File: src/rtl/opb_register_bank_pkg.sv
// rtl/opb_register_bank_pkg.sv - shared types, word map constants and BE mask helper
package opb_register_bank_pkg;

    typedef enum logic [1:0] {
        ST_IDLE    = 2'd0,
        ST_ACK     = 2'd1,
        ST_RECOVER = 2'd2
    } opb_state_t;

    localparam int READBACK_WORD = 32;
    localparam int CTRL_WORD     = 63;

    // OPB is big-endian: BE[0] covers DBus[0:7], which is register bits 31:24
    function automatic logic [31:0] be_to_mask(input logic [0:3] be);
        return {{8{be[0]}}, {8{be[1]}}, {8{be[2]}}, {8{be[3]}}};
    endfunction

endpackage

File: src/rtl/opb_be_merge.sv
// rtl/opb_be_merge.sv - byte-enable merge of old register value with bus write data
module opb_be_merge #(
    parameter int REG_WIDTH = 32
) (
    input  logic [REG_WIDTH-1:0] old_value,
    input  logic [31:0]          bus_data,
    input  logic [0:3]           be,
    output logic [REG_WIDTH-1:0] merged
);
    import opb_register_bank_pkg::*;

    logic [31:0] mask;
    logic [31:0] old_ext;
    logic [31:0] full;
    logic        unused_bits;

    // Widen the stored value so the merge is done on a full bus word
    always_comb begin
        old_ext                  = '0;
        old_ext[REG_WIDTH-1:0]   = old_value;
    end

    assign mask        = be_to_mask(be);
    assign full        = (old_ext & ~mask) | (bus_data & mask);
    // Bits above the register width are dropped here
    assign merged      = full[REG_WIDTH-1:0];
    assign unused_bits = ^full;

endmodule

File: src/rtl/opb_register_bank.sv
// rtl/opb_register_bank.sv - OPB software register bank with staged/active pairs and commit
module opb_register_bank #(
    parameter logic [31:0] C_BASEADDR      = 32'h0100_8200,
    parameter logic [31:0] C_HIGHADDR      = 32'h0100_82FF,
    parameter int          C_OPB_AWIDTH    = 32,
    parameter int          C_OPB_DWIDTH    = 32,
    parameter int          C_NUM_REGS      = 8,
    parameter int          C_REG_WIDTH     = 32,
    parameter int          C_DOUBLE_BUFFER = 1,
    parameter logic [31:0] C_RESET_VALUE   = 32'h0
) (
    input  logic                                OPB_Clk,
    input  logic                                OPB_Rst_n,
    input  logic [0:31]                         OPB_ABus,
    input  logic [0:3]                          OPB_BE,
    input  logic [0:31]                         OPB_DBus,
    input  logic                                OPB_RNW,
    input  logic                                OPB_select,
    input  logic                                OPB_seqAddr,
    output logic [0:31]                         Sl_DBus,
    output logic                                Sl_xferAck,
    output logic                                Sl_errAck,
    output logic                                Sl_retry,
    output logic                                Sl_toutSup,
    output logic [C_NUM_REGS*C_REG_WIDTH-1:0]   user_data_out,
    input  logic [C_NUM_REGS*C_REG_WIDTH-1:0]   user_data_in,
    output logic [C_NUM_REGS-1:0]               user_wr_strobe
);
    import opb_register_bank_pkg::*;

    localparam logic [C_REG_WIDTH-1:0] RST_VAL = C_RESET_VALUE[C_REG_WIDTH-1:0];

    opb_state_t             state;
    logic [31:0]            addr;
    logic [31:0]            offset;
    logic [5:0]             word;
    logic                   hit;
    logic [31:0]            rd_data;
    logic                   unused_addr;

    logic [5:0]             req_word;
    logic                   req_rnw;
    logic [0:3]             req_be;
    logic [31:0]            req_data;
    logic                   do_write;

    logic [C_REG_WIDTH-1:0] staged [C_NUM_REGS];
    logic [C_REG_WIDTH-1:0] active [C_NUM_REGS];
    logic [C_NUM_REGS-1:0]  dirty;
    logic [15:0]            commit_count;
    logic [C_REG_WIDTH-1:0] old_sel;
    logic [C_REG_WIDTH-1:0] merged;

    assign addr        = OPB_ABus;
    assign offset      = addr - C_BASEADDR;
    assign word        = offset[7:2];
    assign hit         = OPB_select && (addr >= C_BASEADDR) && (addr <= C_HIGHADDR);
    assign unused_addr = ^{OPB_seqAddr, offset[31:8], offset[1:0]};

    assign Sl_errAck  = 1'b0;
    assign Sl_retry   = 1'b0;
    assign Sl_toutSup = 1'b0;

    // Read mux over the word map; unmapped words read zero
    always_comb begin
        rd_data = '0;
        for (int i = 0; i < C_NUM_REGS; i++) begin
            if (word == 6'(i))
                rd_data[C_REG_WIDTH-1:0] = staged[i];
            if (word == 6'(READBACK_WORD + i))
                rd_data[C_REG_WIDTH-1:0] = user_data_in[i*C_REG_WIDTH +: C_REG_WIDTH];
        end
        if (word == 6'(CTRL_WORD))
            rd_data = {16'b0, commit_count};
    end

    // Bus handshake: latch the request on select, ack for one cycle, then one recovery cycle
    always_ff @(posedge OPB_Clk or negedge OPB_Rst_n) begin
        if (!OPB_Rst_n) begin
            state      <= ST_IDLE;
            Sl_xferAck <= 1'b0;
            Sl_DBus    <= '0;
            req_word   <= '0;
            req_rnw    <= 1'b1;
            req_be     <= '0;
            req_data   <= '0;
        end else begin
            case (state)
                ST_IDLE: begin
                    if (hit) begin
                        state      <= ST_ACK;
                        Sl_xferAck <= 1'b1;
                        Sl_DBus    <= OPB_RNW ? rd_data : 32'h0;
                        req_word   <= word;
                        req_rnw    <= OPB_RNW;
                        req_be     <= OPB_BE;
                        req_data   <= OPB_DBus;
                    end
                end
                ST_ACK: begin
                    state      <= ST_RECOVER;
                    Sl_xferAck <= 1'b0;
                    Sl_DBus    <= '0;
                end
                ST_RECOVER: state <= ST_IDLE;
                default:    state <= ST_IDLE;
            endcase
        end
    end

    assign do_write = (state == ST_ACK) && !req_rnw;

    // Current staged value of the addressed register feeds the byte merge
    always_comb begin
        old_sel = '0;
        for (int i = 0; i < C_NUM_REGS; i++)
            if (req_word == 6'(i))
                old_sel = staged[i];
    end

    opb_be_merge #(
        .REG_WIDTH (C_REG_WIDTH)
    ) u_be_merge (
        .old_value (old_sel),
        .bus_data  (req_data),
        .be        (req_be),
        .merged    (merged)
    );

    // Register file: writes land at the edge ending ACK, commit copies staged to active
    always_ff @(posedge OPB_Clk or negedge OPB_Rst_n) begin
        if (!OPB_Rst_n) begin
            for (int i = 0; i < C_NUM_REGS; i++) begin
                staged[i] <= RST_VAL;
                active[i] <= RST_VAL;
            end
            dirty          <= '0;
            user_wr_strobe <= '0;
            commit_count   <= '0;
        end else begin
            user_wr_strobe <= '0;
            if (do_write) begin
                for (int i = 0; i < C_NUM_REGS; i++) begin
                    if (req_word == 6'(i)) begin
                        staged[i] <= merged;
                        if (C_DOUBLE_BUFFER != 0) begin
                            dirty[i] <= 1'b1;
                        end else begin
                            active[i]         <= merged;
                            user_wr_strobe[i] <= 1'b1;
                        end
                    end
                end
                if (req_word == 6'(CTRL_WORD) && req_data[0]) begin
                    commit_count <= commit_count + 16'd1;
                    if (C_DOUBLE_BUFFER != 0) begin
                        for (int i = 0; i < C_NUM_REGS; i++)
                            active[i] <= staged[i];
                        user_wr_strobe <= dirty;
                        dirty          <= '0;
                    end
                end
            end
        end
    end

    for (genvar g = 0; g < C_NUM_REGS; g++) begin : g_out
        assign user_data_out[g*C_REG_WIDTH +: C_REG_WIDTH] = active[g];
    end

endmodule
File: config.mk
export PLATFORM = sky130hd
export DESIGN_NAME = opb_register_bank
export DESIGN_NICKNAME = d
export VERILOG_FILES = /design/src/rtl/opb_register_bank_pkg.sv /design/src/rtl/opb_be_merge.sv /design/src/rtl/opb_register_bank.sv
export SDC_FILE = /design/constraint.sdc
export NUM_CORES = 1
export LEC_CHECK = 0
export BUFFER_PORTS_ARGS = -buffer_cell sky130_fd_sc_hd__buf_2
export CAP_MARGIN = 20
export CORE_MARGIN = 1
export CORE_UTILIZATION = 40
export CTS_CLUSTER_DIAMETER = 200
export DETAILED_ROUTE_END_ITERATION = 8
export SLEW_MARGIN = 25
export SYNTH_ARGS = -nofsm -noshare
export SYNTH_HDL_FRONTEND = slang
export SYNTH_SLANG_ARGS = --single-unit
export TNS_END_PERCENT = 5
File: constraint.sdc
create_clock -name OPB_Clk -period 7 [get_ports OPB_Clk]
set_clock_uncertainty 0.2 [all_clocks]
set_input_delay 1.75 -clock OPB_Clk [delete_from_list [all_inputs] [get_ports OPB_Clk]]
set_output_delay 1.75 -clock OPB_Clk [all_outputs]
set_load 0.05 [all_outputs]
==> run_results.csv <==
group,metric,value,unit
outcome,status,"finished clean",
synthesis,yosysWarnings,0,
synthesis,ys_seq_area_share,53.1,%
clock_tree,clkTransAtPathRegs,0.06,ns
flow_run,maxCapViolations,0,
layout,area_growth,22.2,%
critical_path,crit_path_max_fanout,27,
floorplanning,die_w,273,µm
synthesis,synth.largest_area_cell,"dfrtp_1",
detailed_routing,avgViaCountPerCell,6.07,
detailed_routing,drcViolationCount,0,
synthesis,synth_top_area_share,53.0,%
detailed_routing,detail_route.iter0.violations,3048,
timing,tightest_slew,1.13,ns
critical_path,timing_worst_setup_path_type,"primary input to flop",
detailed_routing,ant_nets,0,
synthesis,synthArstFlopShare,100,%
synthesis,yosys.area_share.adder,0.0427,%
floorplanning,rows,98,
placement,gp_congestion,0.977,
clock_tree,clock_latency,0.60,ns
layout,stdcell_area,0.0358,mm²
power,irDropWorstVdd,165,µV
layout,drive_above_1_share,36.9,%
detailed_routing,wl_per_cell,31.3,µm
floorplanning,die_area,0.0744,mm²
grt,overflow,0,
detailed_routing,via_count,25500,
synthesis,synth_area_leaders,"dfrtp_1 (53%), mux2_2 (11%), nand2_1 (6.5%), mux4_2 (5.4%), o21ai_0 (4.6%)",
grt,antenna_found_initial,16,
critical_path,crit_arrival,5.05,ns
placement,post_dp_cell_area,0.0333,mm²
timing,tns,0,ns
layout,final_common_cell,"buf_2",
timing,hold_viol_final,0,
floorplanning,core_region_area,0.0720,mm²
clock_tree,cts_made_buffers,69,
timing,fmaxAchievable,0.210,GHz
grt,grt_max_degree,171,
hold_path,hp-class,"flop to flop",
detailed_routing,first_pass_iters,7,
clock_tree,cts_root_buffer,"clkbuf_16",
detailed_routing,finalWirelength,132000,µm
synthesis,synth_edf_count,0,
synthesis,synth-compound-area-share,13.4,%
timing,fin_crit,4.76,ns
placement,dp_hpwl,96500,µm
layout,num-nets-final,3523,
layout,final_cell_mix,"buf_2 (621), dfrtp_1 (618), nand2_1 (502)",
synthesis,synthCells,2631,
power,p_leak,18.0,nW
clock_tree,post_cts_buffers,0,
grt,grt_usage,35.0,%
critical_path,critPathLaunchType,"primary input",
clock_tree,cts_sinks,622,
power,powerDensity,223,mW/mm²
synthesis,ys.flop_type,"dfrtp_1",
synthesis,syn-cell-area,0.0293,mm²
timing,setup_viol,0,
clock_tree,ctsHoldBuffers,0,
timing,fin_crit_sh,67.9,%
timing,rsz0062_at_grt,"no",
synthesis,yosys.area_share.xor_xnor,0.448,%
grt,grt_pass1_wl,186000,µm
timing,drv_slew,0,
critical_path,worstSetupEndpointType,"flop",
clock_tree,cts_resized,0,
clock_tree,clockBufferDepth,3,
synthesis,yosys.area_share.simple,11.1,%
synthesis,avgSynthCellArea,11.1,µm²
floorplanning,ios,629,
clock_tree,cts_tree,"built",
placement,io_buffers,622,
synthesis,yosys_register_bits,622,
floorplanning,start_util,40.7,%
floorplanning,die_h,273,µm
synthesis,yosys.cell_types.count,71,
grt,grt_pass1_vias,25100,
timing,relSlewSlack,24.5,%
synthesis,synth_top_family_by_area,"multiplexers",
clock_tree,htreeDepth,3,
critical_path,cp.required,7.30,ns
synthesis,synth.mux.area_fraction,18.4,%
synth_stat cells, types with 5 or more instances:
cell type,n
a22oi_1,78
and2_1,5
a21oi_1,67
dfrtp_1,621
inv_1,11
clkbuf_1,113
mux4_2,70
nor2b_1,15
o22ai_1,36
a31oi_1,6
mux2_1,19
nand4_1,15
o211ai_1,11
a222oi_1,8
a211oi_1,11
mux2_2,285
buf_4,5
mux2i_1,40
buf_6,23
nand3b_1,13
o2111ai_1,7
nand2_1,510
or3_1,5
nand3_1,30
nor2_1,74
o221ai_1,19
buf_1,9
a32o_1,5
a22o_1,15
nor4_1,8
a221oi_1,17
o31ai_1,15
a32oi_1,6
xnor2_1,13
nor3_1,26
a2111oi_0,8
and3_1,11
nand2b_1,13
o21ai_0,272
buf_2,49
a221o_1,15
sequential cells by signal, indices dropped and copies added (netlist names):
name and count:
Sl_DBus 32, user_wr_strobe 8, state 2, staged 256, req_rnw 1, req_data 32, dirty 8, Sl_xferAck 1
commit_count 16, req_be 4, req_word 6, user_data_out 256
worst max-delay path: stages:
cell,delay [ns]
buf_2,0.58
nand4bb_1,0.82
nor2_4,0.99
a221oi_1,0.26
a21oi_1,0.22
nor3_1,0.13
o31ai_1,0.25
worst paths after layout:
check                      depth (start not counted)          from            endpoint  slack [ns]
hold / removal                                     2       req_rnw             req_rnw        0.28
max in group asynchronous                          2     OPB_Rst_n  user_data_out[160]        4.20
setup / recovery                                   7  OPB_ABus[24]         Sl_DBus[18]        2.24
setup reg to reg                                   7   req_word[0]    commit_count[15]        2.80
min in group asynchronous                          1     OPB_Rst_n   user_wr_strobe[2]        0.92
hold reg to reg                                    2       req_rnw             req_rnw        0.28
per-stage QoR:
step	setup WS [ns]	hold WS (ns)	instances	total power, mW	util, %
after floorplan	3.31	0.245	2633	3.76	-
after global placement	1.74	0.257	4065	4.03	46.2
after detailed placement	1.73	0.265	4067	4.04	46.3
after CTS	2.34	0.275	4187	8.03	49.7
after global routing	2.12	0.289	4196	8.20	49.8
final	2.24	0.275	4199	7.98	49.8
cell type report:
class,count,area (µm²)
Antenna cell,7,17.5
Clock buffer,90,1970
Clock inverter,30,500
Fill cell,6559,36100
Inverter,13,48.8
Multi-Input combinational cell,1799,12800
Sequential cell,622,15600
Tap cell,950,1190
Timing Repair Buffer,688,3690
kinds of logic (layout without fill, tap and decap cells):
group | count (synthesis) | count (layout)
xor gates and xnor gates | 15 | 15
muxes | 414 | 414
other | 1 | 10
buffers and inverters | 212 | 821
AOI/OAI and AO/OA | 618 | 618
and+or+nand+nor | 748 | 748
adders and majority gates | 1 | 1
DFF | 622 | 622
per-layer routing:
layer | up-vias | track usage, % | part of all wire (%)
li1 | 10700 | - | -
met1 | 13000 | 48.3 | 41
met2 | 1545 | 52.7 | 44
met3 | 225 | 9.71 | 11
met4 | 10 | 12.3 | 3.5
met5 | - | 0 | 0.061
power by group:
group | switching [mW] | internal (mW)
logic | 0.257 | 0.122
registers | 0.00000127 | 3.60
clock network | 1.55 | 2.46
total | 1.80 | 6.18
(Power assumes the default switching activity.)
